<file path="config.mk">
export PLATFORM = sky130hd
export DESIGN_NAME = sha256_msg_sequencer
export DESIGN_NICKNAME = d
export VERILOG_FILES = /design/src/rtl/sha_pkg.sv /design/src/rtl/sha_pad_insert.sv /design/src/rtl/sha256_msg_sequencer.sv
export SDC_FILE = /design/constraint.sdc
export NUM_CORES = 2
export LEC_CHECK = 0
export ABC_AREA = 1
export ABC_CLOCK_PERIOD_IN_PS = 5780
export BUFFER_PORTS_ARGS = -buffer_cell sky130_fd_sc_hd__buf_2
export CAP_MARGIN = 20
export CORE_AREA = 4 4 420 422
export CTS_CLUSTER_SIZE = 25
export DETAILED_ROUTE_END_ITERATION = 8
export DIE_AREA = 0 0 424 426
export MAX_ROUTING_LAYER = met4
export PLACE_DENSITY = 0.51
export REMOVE_ABC_BUFFERS = 1
export SLEW_MARGIN = 0
export SYNTH_ARGS = -nofsm -noshare
export SYNTH_HDL_FRONTEND = slang
export SYNTH_HIERARCHICAL = 1
export SYNTH_SLANG_ARGS = --single-unit
</file>
<file path="constraint.sdc">
create_clock -name clk -period 5.78 [get_ports clk]
set_clock_uncertainty 0.05 [all_clocks]
set_input_delay 1.156 -clock clk [delete_from_list [all_inputs] [get_ports clk]]
set_output_delay 1.156 -clock clk [all_outputs]
set_load 0.02 [all_outputs]
</file>
<file path="src/rtl/sha_pkg.sv">
// Shared SHA-256/224 constants and the message sequencer state encoding.
package sha_pkg;

    localparam int WORD_W        = 32;
    localparam int BLOCK_W       = 512;
    localparam int WORDS_PER_BLK = 16;
    localparam int DIGEST_W      = 256;
    localparam int ROUNDS        = 64;

    localparam logic [255:0] IV_256 = {
        32'h6a09e667, 32'hbb67ae85, 32'h3c6ef372, 32'ha54ff53a,
        32'h510e527f, 32'h9b05688c, 32'h1f83d9ab, 32'h5be0cd19
    };
    localparam logic [255:0] IV_224 = {
        32'hc1059ed8, 32'h367cd507, 32'h3070dd17, 32'hf70e5939,
        32'hffc00b31, 32'h68581511, 32'h64f98fa7, 32'hbefa4fa4
    };

    // Padding word that carries the 0x80 marker in its first byte.
    localparam logic [31:0] PAD_WORD0 = 32'h8000_0000;

    typedef enum logic [2:0] {
        ST_IDLE  = 3'd0,
        ST_FILL  = 3'd1,
        ST_PAD   = 3'd2,
        ST_ISSUE = 3'd3,
        ST_WAIT  = 3'd4,
        ST_EXTRA = 3'd5
    } seq_state_t;

    // LSB position of block word w; word 0 sits in the top 32 bits.
    function automatic logic [8:0] word_lsb(input logic [3:0] w);
        return {~w, 5'b00000};
    endfunction

endpackage

</file>
<file path="src/rtl/sha_pad_insert.sv">
// Keeps the leading i_nbytes bytes of a big-endian word and, for a partial
// word, places the 0x80 padding marker right after the last data byte.
module sha_pad_insert (
    input  logic [31:0] i_word,
    input  logic [2:0]  i_nbytes,
    output logic [31:0] o_masked,
    output logic [31:0] o_padded
);

    logic [31:0] w_mask;
    logic [31:0] w_marker;

    // Byte mask and marker position from the valid-byte count (>=4 = full word).
    always_comb begin
        w_mask   = 32'hFFFF_FFFF;
        w_marker = 32'h0000_0000;
        case (i_nbytes)
            3'd0: begin w_mask = 32'h0000_0000; w_marker = 32'h8000_0000; end
            3'd1: begin w_mask = 32'hFF00_0000; w_marker = 32'h0080_0000; end
            3'd2: begin w_mask = 32'hFFFF_0000; w_marker = 32'h0000_8000; end
            3'd3: begin w_mask = 32'hFFFF_FF00; w_marker = 32'h0000_0080; end
            default: begin w_mask = 32'hFFFF_FFFF; w_marker = 32'h0000_0000; end
        endcase
    end

    assign o_masked = i_word & w_mask;
    assign o_padded = o_masked | w_marker;

endmodule

</file>
<file path="src/rtl/sha256_msg_sequencer.sv">
// Streams a byte message as 32-bit words, applies SHA-2 padding plus the
// 64-bit bit length, and feeds the hash core one 512-bit block at a time.
module sha256_msg_sequencer #(
    parameter int CNT_W = 61
) (
    input  logic         clk,
    input  logic         n_rst,
    input  logic         start,
    input  logic         mode_in,
    input  logic [31:0]  s_data,
    input  logic         s_valid,
    input  logic         s_last,
    input  logic [2:0]   s_bytes,
    output logic         s_ready,
    output logic         core_init,
    output logic         core_next,
    output logic         core_mode,
    output logic [511:0] core_block,
    input  logic         core_ready,
    input  logic         core_valid_digest,
    input  logic [255:0] core_digest,
    output logic [255:0] digest,
    output logic         digest_valid,
    output logic         busy
);

    import sha_pkg::*;

    seq_state_t         r_state;
    logic [511:0]       r_buf;
    logic [3:0]         r_ptr;
    logic [CNT_W-1:0]   r_byte_cnt;
    logic [2:0]         r_last_bytes;
    logic               r_first_blk;
    logic               r_extra_pend;
    logic               r_pad_w0;
    logic               r_final;
    logic               r_mode;
    logic               r_core_init;
    logic               r_core_next;
    logic [255:0]       r_digest;
    logic               r_digest_valid;

    logic [31:0]        w_cur_word;
    logic [31:0]        w_pi_word;
    logic [2:0]         w_pi_nbytes;
    logic [31:0]        w_masked;
    logic [31:0]        w_padded;
    logic               w_full_last;
    logic [4:0]         w_q;
    logic [63:0]        w_bitlen;
    logic               w_digest_seen;

    assign w_cur_word  = r_buf[word_lsb(r_ptr) +: 32];
    assign w_full_last = (r_last_bytes >= 3'd4);
    // Word index that receives the 0x80 marker (16 = spills past the block).
    assign w_q         = w_full_last ? ({1'b0, r_ptr} + 5'd1) : {1'b0, r_ptr};
    assign w_bitlen    = 64'({r_byte_cnt, 3'b000});

    // One masking unit: incoming last word while filling, stored word during PAD.
    assign w_pi_word   = (r_state == ST_FILL) ? s_data  : w_cur_word;
    assign w_pi_nbytes = (r_state == ST_FILL) ? s_bytes : r_last_bytes;

    sha_pad_insert u_pad (
        .i_word   (w_pi_word),
        .i_nbytes (w_pi_nbytes),
        .o_masked (w_masked),
        .o_padded (w_padded)
    );

    // The core still shows the previous digest while our issue pulse is out;
    // it only clears valid on the edge that samples the pulse.
    assign w_digest_seen = core_valid_digest & ~r_core_init & ~r_core_next;

    // Sequencer FSM: fill, pad, issue each block and collect the digest.
    always_ff @(posedge clk or negedge n_rst) begin
        if (!n_rst) begin
            r_state        <= ST_IDLE;
            r_buf          <= '0;
            r_ptr          <= '0;
            r_byte_cnt     <= '0;
            r_last_bytes   <= '0;
            r_first_blk    <= 1'b1;
            r_extra_pend   <= 1'b0;
            r_pad_w0       <= 1'b0;
            r_final        <= 1'b0;
            r_mode         <= 1'b0;
            r_core_init    <= 1'b0;
            r_core_next    <= 1'b0;
            r_digest       <= '0;
            r_digest_valid <= 1'b0;
        end else begin
            r_core_init <= 1'b0;
            r_core_next <= 1'b0;
            case (r_state)
                ST_IDLE: begin
                    if (start) begin
                        r_mode         <= mode_in;
                        r_byte_cnt     <= '0;
                        r_buf          <= '0;
                        r_ptr          <= '0;
                        r_first_blk    <= 1'b1;
                        r_extra_pend   <= 1'b0;
                        r_pad_w0       <= 1'b0;
                        r_final        <= 1'b0;
                        r_digest_valid <= 1'b0;
                        r_state        <= ST_FILL;
                    end
                end
                ST_FILL: begin
                    if (s_valid) begin
                        if (s_last) begin
                            r_buf[word_lsb(r_ptr) +: 32] <= w_masked;
                            r_byte_cnt   <= r_byte_cnt + CNT_W'(s_bytes);
                            r_last_bytes <= s_bytes;
                            r_state      <= ST_PAD;
                        end else begin
                            r_buf[word_lsb(r_ptr) +: 32] <= s_data;
                            r_byte_cnt <= r_byte_cnt + CNT_W'(4);
                            r_ptr      <= r_ptr + 4'd1;
                            if (r_ptr == 4'd15) r_state <= ST_ISSUE;
                        end
                    end
                end
                ST_PAD: begin
                    if (!w_full_last)
                        r_buf[word_lsb(r_ptr) +: 32] <= w_padded;
                    else if (r_ptr != 4'd15)
                        r_buf[word_lsb(r_ptr + 4'd1) +: 32] <= PAD_WORD0;
                    if (w_q <= 5'd13) begin
                        r_buf[63:0] <= w_bitlen;
                        r_final     <= 1'b1;
                    end else begin
                        r_extra_pend <= 1'b1;
                        r_pad_w0     <= (w_q == 5'd16);
                    end
                    r_state <= ST_ISSUE;
                end
                ST_ISSUE: begin
                    if (core_ready) begin
                        if (r_first_blk) r_core_init <= 1'b1;
                        else             r_core_next <= 1'b1;
                        r_first_blk <= 1'b0;
                        r_state     <= ST_WAIT;
                    end
                end
                ST_WAIT: begin
                    if (w_digest_seen) begin
                        if (r_extra_pend) begin
                            r_buf   <= '0;
                            r_state <= ST_EXTRA;
                        end else if (r_final) begin
                            r_digest       <= core_digest;
                            r_digest_valid <= 1'b1;
                            r_state        <= ST_IDLE;
                        end else begin
                            r_buf   <= '0;
                            r_ptr   <= '0;
                            r_state <= ST_FILL;
                        end
                    end
                end
                ST_EXTRA: begin
                    r_buf[511:480] <= r_pad_w0 ? PAD_WORD0 : 32'h0;
                    r_buf[63:0]    <= w_bitlen;
                    r_extra_pend   <= 1'b0;
                    r_final        <= 1'b1;
                    r_state        <= ST_ISSUE;
                end
                default: r_state <= ST_IDLE;
            endcase
        end
    end

    assign s_ready      = (r_state == ST_FILL);
    assign busy         = (r_state != ST_IDLE);
    assign core_init    = r_core_init;
    assign core_next    = r_core_next;
    assign core_mode    = r_mode;
    assign core_block   = r_buf;
    assign digest       = r_digest;
    assign digest_valid = r_digest_valid;

endmodule

</file>
==> results.txt <==
- Run status: complete, no violations
* Antenna violations before repair: 60
* Fraction of synthesized cell area taken by the top area cell type: 0.447
* Maximum VDD drop: between 0.4 and 0.5 mV
- For this configuration, the core starts out at a cell density of 0.274.
- Global-route wire length before repair: approximately 380000 um
- Number of hold-slack violations in the final timing report: 0
- Type of the worst setup path: reg -> reg
* Type of destination of the critical path: register
- Clock-pin slew was measured on the worst setup and hold paths at around 0.060 ns.
- Counting stages on the worst path, the most repeated cell is sky130_fd_sc_hd__nand2_1.
* RSZ-0062 raised after global routing: no
- Most numerous cell in the Yosys netlist: sky130_fd_sc_hd__nand2_1
- Post-CTS repair changed the size of 0 cells.
- Row cnt: 153
- Static timing analysis puts the maximum clock frequency at 206 MHz.
- Max-slew violations: 0
- Overall Power: 30700 uW
- Worst R2R Path Depth: 15
* Post-synthesis average cell area: 7.46 sq um
- Chain of cells forming the critical path: buf_4, o21ai_0, o22ai_1, a21oi_1, o31ai_1, inv_1, nor2_1, nand2_1, nand2_1, nand2_1, o21ai_0, inv_1, nor2_2, inv_2, o21ai_1
- For the worst setup path, the data required time is 6.41 ns.
- Synthesized instance count: 6348
- Entering global routing, the biggest net connects 190 pins.
- IO buf count: 1072
- In the post-synthesis netlist, the biggest area contributors are sky130_fd_sc_hd__dfrtp_1 45%, sky130_fd_sc_hd__nand2_1 18%, sky130_fd_sc_hd__mux2_2 6.1%.
* Buffers inserted during post-CTS setup optimization: 0
- Hold is met by 0.392 ns.
- On the critical path the largest part of the delay comes from compound AO/OA/AOI/OAI gates.
- Among all flip-flop cells after synthesis, the most frequent one is sky130_fd_sc_hd__dfrtp_1.
* Drt drc: 0
* Area of the core region: 173000 sq um
- At the end of routability-driven placement, the weighted congestion stood at roughly 1.0.
- The critical path contains buffers and inverters numbering 4 combined.
- Proportion of synthesized chip area in sequential cells: 0.447
- Cts hold-fix bufs: 0
- Min cycle time layout: approximately 4.9 ns
- At the end of the flow, the number of nets in the layout was between 7000 and 8000.
- Hold Crit Class: in -> async
- TritonCTS clock tree: built
* Total via count after detailed routing: 51368
* Relative area change from synthesis to final layout: 25.3%
* Endpoint of the lowest-slack register-to-register path: core_block[395]$_DFFE_PN0P_
* Via count of the first global-routing pass: 49430
- #FFs+latches synth: 847
- The largest single stage delay on the critical path is 0.82 ns.
- Proportion of layout cells with a drive suffix above 1: 0.248
- Leak Pwr: between 0.03 and 0.04 uW
- Clk sink count: 847
- CTS root buffer: sky130_fd_sc_hd__clkbuf_16
- The H-tree was split into 3 levels.
- For this run the aggregate overflow at the end of global routing stands at 0.
- Measured against its own limit, the worst slew margin works out to 0.169.
* Yosys warning total: 6
* Critical-path top delay cell: sky130_fd_sc_hd__o31ai_1
- Pwr per Cell Area: 517 nW/um^2
- Max-cap violation count: 0
* TritonRoute pass-1 iters: 8
* Die ar.: 181000 sq um
* Post-route clock period utilization: 0.840
* Data arrival at the endpoint of the critical path: 5.49 ns
- WL per Instance: 28.7 um
* Pre-CTS setup slack: 1.18 ns
* Routed WL: approximately 280000 um
* Netlist Area Pre-Place: 47400 sq um
* Startpoint of the worst register-to-register path: r_ptr[1]$_DFFE_PN0P_
- Number of buffers created by CTS: 106
* Number of library cell types mapped by synthesis: 51
* Largest area contributor in the netlist: sky130_fd_sc_hd__dfrtp_1
- Setup violations remaining at the end of the flow were counted as 0.
* Count of boundary I/O pins: 1073
- The worst register-to-register path has a setup slack of 0.93 ns.
- By count the netlist is led by 2226 x sky130_fd_sc_hd__nand2_1, 846 x sky130_fd_sc_hd__dfrtp_1, 460 x sky130_fd_sc_hd__o21ai_0.
- After synthesis, the share of flip-flops with an asynchronous set or reset is 1.00.
* Post-DRT Antenna Nets: 0
* Horizontal die dimension: 424 um
- The worst setup path is launched from a register.
- Hpwl dp: 201000 um
- In the global route stage, overall resource usage came out at 0.306.
* Slew of the pin with the lowest slew margin: approximately 1.2 ns
* Worst Path Max Fanout: 47
- After the first detailed-routing iteration, the DRC count stood at about 5600.
- Vias per std cell: 5.29
* Clock buffer depth: 3
- Height of the die: 426 um
* Clk Latency, worst-skew pair: just under 0.8 ns
- Number of enable-type register cells in the synthesized netlist: 0
- Once routing completed, OpenROAD measured the worst setup slack at 0.925 ns.
[per-layer routing]
layer / GRT usage / routed length [um]
met1: 0.329 / 99000
met2: 0.496 / 132000
met3: 0.0785 / 24700
met4: 0.210 / 23300
met5: - / 0
[logic make-up after synthesis]
logic type | synth area share
adders and majority gates | 0.00306
and+or+nand+nor | 0.281
AOI/OAI and AO/OA | 0.131
muxes | 0.0655
DFF | 0.447
buffers and inverters | 0.0718
[power breakdown]
group	switching (uW)	internal [uW]
sequential	920	7120
combinational	11700	3510
clock	2990	4390
[metrics by stage]
stage          std cells   util  TNS (ns)  area [sq um]
2_1_floorplan       5932      -  -5417.34         45500
3_3_place_gp        9468  0.320         0         55400
3_5_place_dp        9469  0.320         0         55400
4_1_cts             9667  0.342         0         59200
5_1_grt             9719  0.343         0         59300
6_report            9719  0.343         0         59300
[how the worst max path moves through the flow]
stage / endpoint / cells past startpoint / start
floorplan: core_block[481]$_DFFE_PN0P_ / 7 / r_ptr[0]$_DFFE_PN0P_
global placement: core_block[395]$_DFFE_PN0P_ / 15 / r_ptr[1]$_DFFE_PN0P_
detailed placement: core_block[395]$_DFFE_PN0P_ / 15 / r_ptr[1]$_DFFE_PN0P_
CTS: core_block[395]$_DFFE_PN0P_ / 15 / r_ptr[1]$_DFFE_PN0P_
global route: core_block[112]$_DFFE_PN0P_ / 18 / r_state[0]$_DFFE_PN0P_
finish: core_block[395]$_DFFE_PN0P_ / 15 / r_ptr[1]$_DFFE_PN0P_
[worst register-to-register path, stage by stage (launching register included)]
cell and delay, ns:
sky130_fd_sc_hd__dfrtp_4 0.73, sky130_fd_sc_hd__buf_4 0.71, sky130_fd_sc_hd__o21ai_0 0.31, sky130_fd_sc_hd__o22ai_1 0.23
sky130_fd_sc_hd__a21oi_1 0.09, sky130_fd_sc_hd__o31ai_1 0.82, sky130_fd_sc_hd__inv_1 0.12, sky130_fd_sc_hd__nor2_1 0.44
sky130_fd_sc_hd__nand2_1 0.10, sky130_fd_sc_hd__nand2_1 0.13, sky130_fd_sc_hd__nand2_1 0.10, sky130_fd_sc_hd__o21ai_0 0.20
sky130_fd_sc_hd__inv_1 0.13, sky130_fd_sc_hd__nor2_2 0.37, sky130_fd_sc_hd__inv_2 0.11, sky130_fd_sc_hd__o21ai_1 0.14
[registers in the layout, indices dropped and copies added (netlist names)]
signal        count
core_next         1
core_block      512
r_state           3
r_ptr             4
r_first_blk       1
digest_valid      1
core_mode         1
r_final           1
r_last_bytes      3
core_init         1
r_pad_w0          1
r_byte_cnt       61
digest          256
r_extra_pend      1
[cells in the final DEF, fill, tap and decap left out, types with 24 or more instances in the layout]
| master | netlist | routed |
|---|---|---|
| sky130_fd_sc_hd__nand2_1 | 2226 | 2207 |
| sky130_fd_sc_hd__buf_2 | 131 | 1071 |
| sky130_fd_sc_hd__dfrtp_1 | 846 | 842 |
| sky130_fd_sc_hd__o21ai_0 | 460 | 459 |
| sky130_fd_sc_hd__nor2_1 | 448 | 440 |
| sky130_fd_sc_hd__inv_1 | 376 | 369 |
| sky130_fd_sc_hd__nand3_1 | 356 | 350 |
| sky130_fd_sc_hd__a21oi_1 | 299 | 299 |
| sky130_fd_sc_hd__mux2_2 | 256 | 256 |
| sky130_fd_sc_hd__o21ai_1 | 141 | 137 |
| sky130_fd_sc_hd__buf_4 | 37 | 115 |
| sky130_fd_sc_hd__clkbuf_16 | 0 | 108 |
| sky130_fd_sc_hd__o211ai_1 | 81 | 81 |
| sky130_fd_sc_hd__o22ai_1 | 65 | 65 |
| sky130_fd_sc_hd__nor3_1 | 61 | 61 |
| sky130_fd_sc_hd__o31ai_1 | 56 | 56 |
| sky130_fd_sc_hd__nand4_1 | 53 | 53 |
| sky130_fd_sc_hd__diode_2 | 0 | 51 |
| sky130_fd_sc_hd__or2_2 | 34 | 34 |
| sky130_fd_sc_hd__inv_2 | 23 | 29 |
| sky130_fd_sc_hd__nand2_2 | 10 | 28 |
| sky130_fd_sc_hd__clkbuf_8 | 0 | 26 |
| sky130_fd_sc_hd__buf_12 | 0 | 25 |
| sky130_fd_sc_hd__nand3b_1 | 24 | 24 |
[layout make-up]
cell class | count | area [sq um]
clock buffers | 145 | 3100
flip-flops and latches | 847 | 21200
well taps | 2325 | 2910
multi-input cells | 4681 | 23000
fillers | 18814 | 114000
repair buffers | 1213 | 6770
inverters | 404 | 1530
clock inverters | 53 | 701
diodes | 51 | 128
Power figures use the tool's default switching activity.
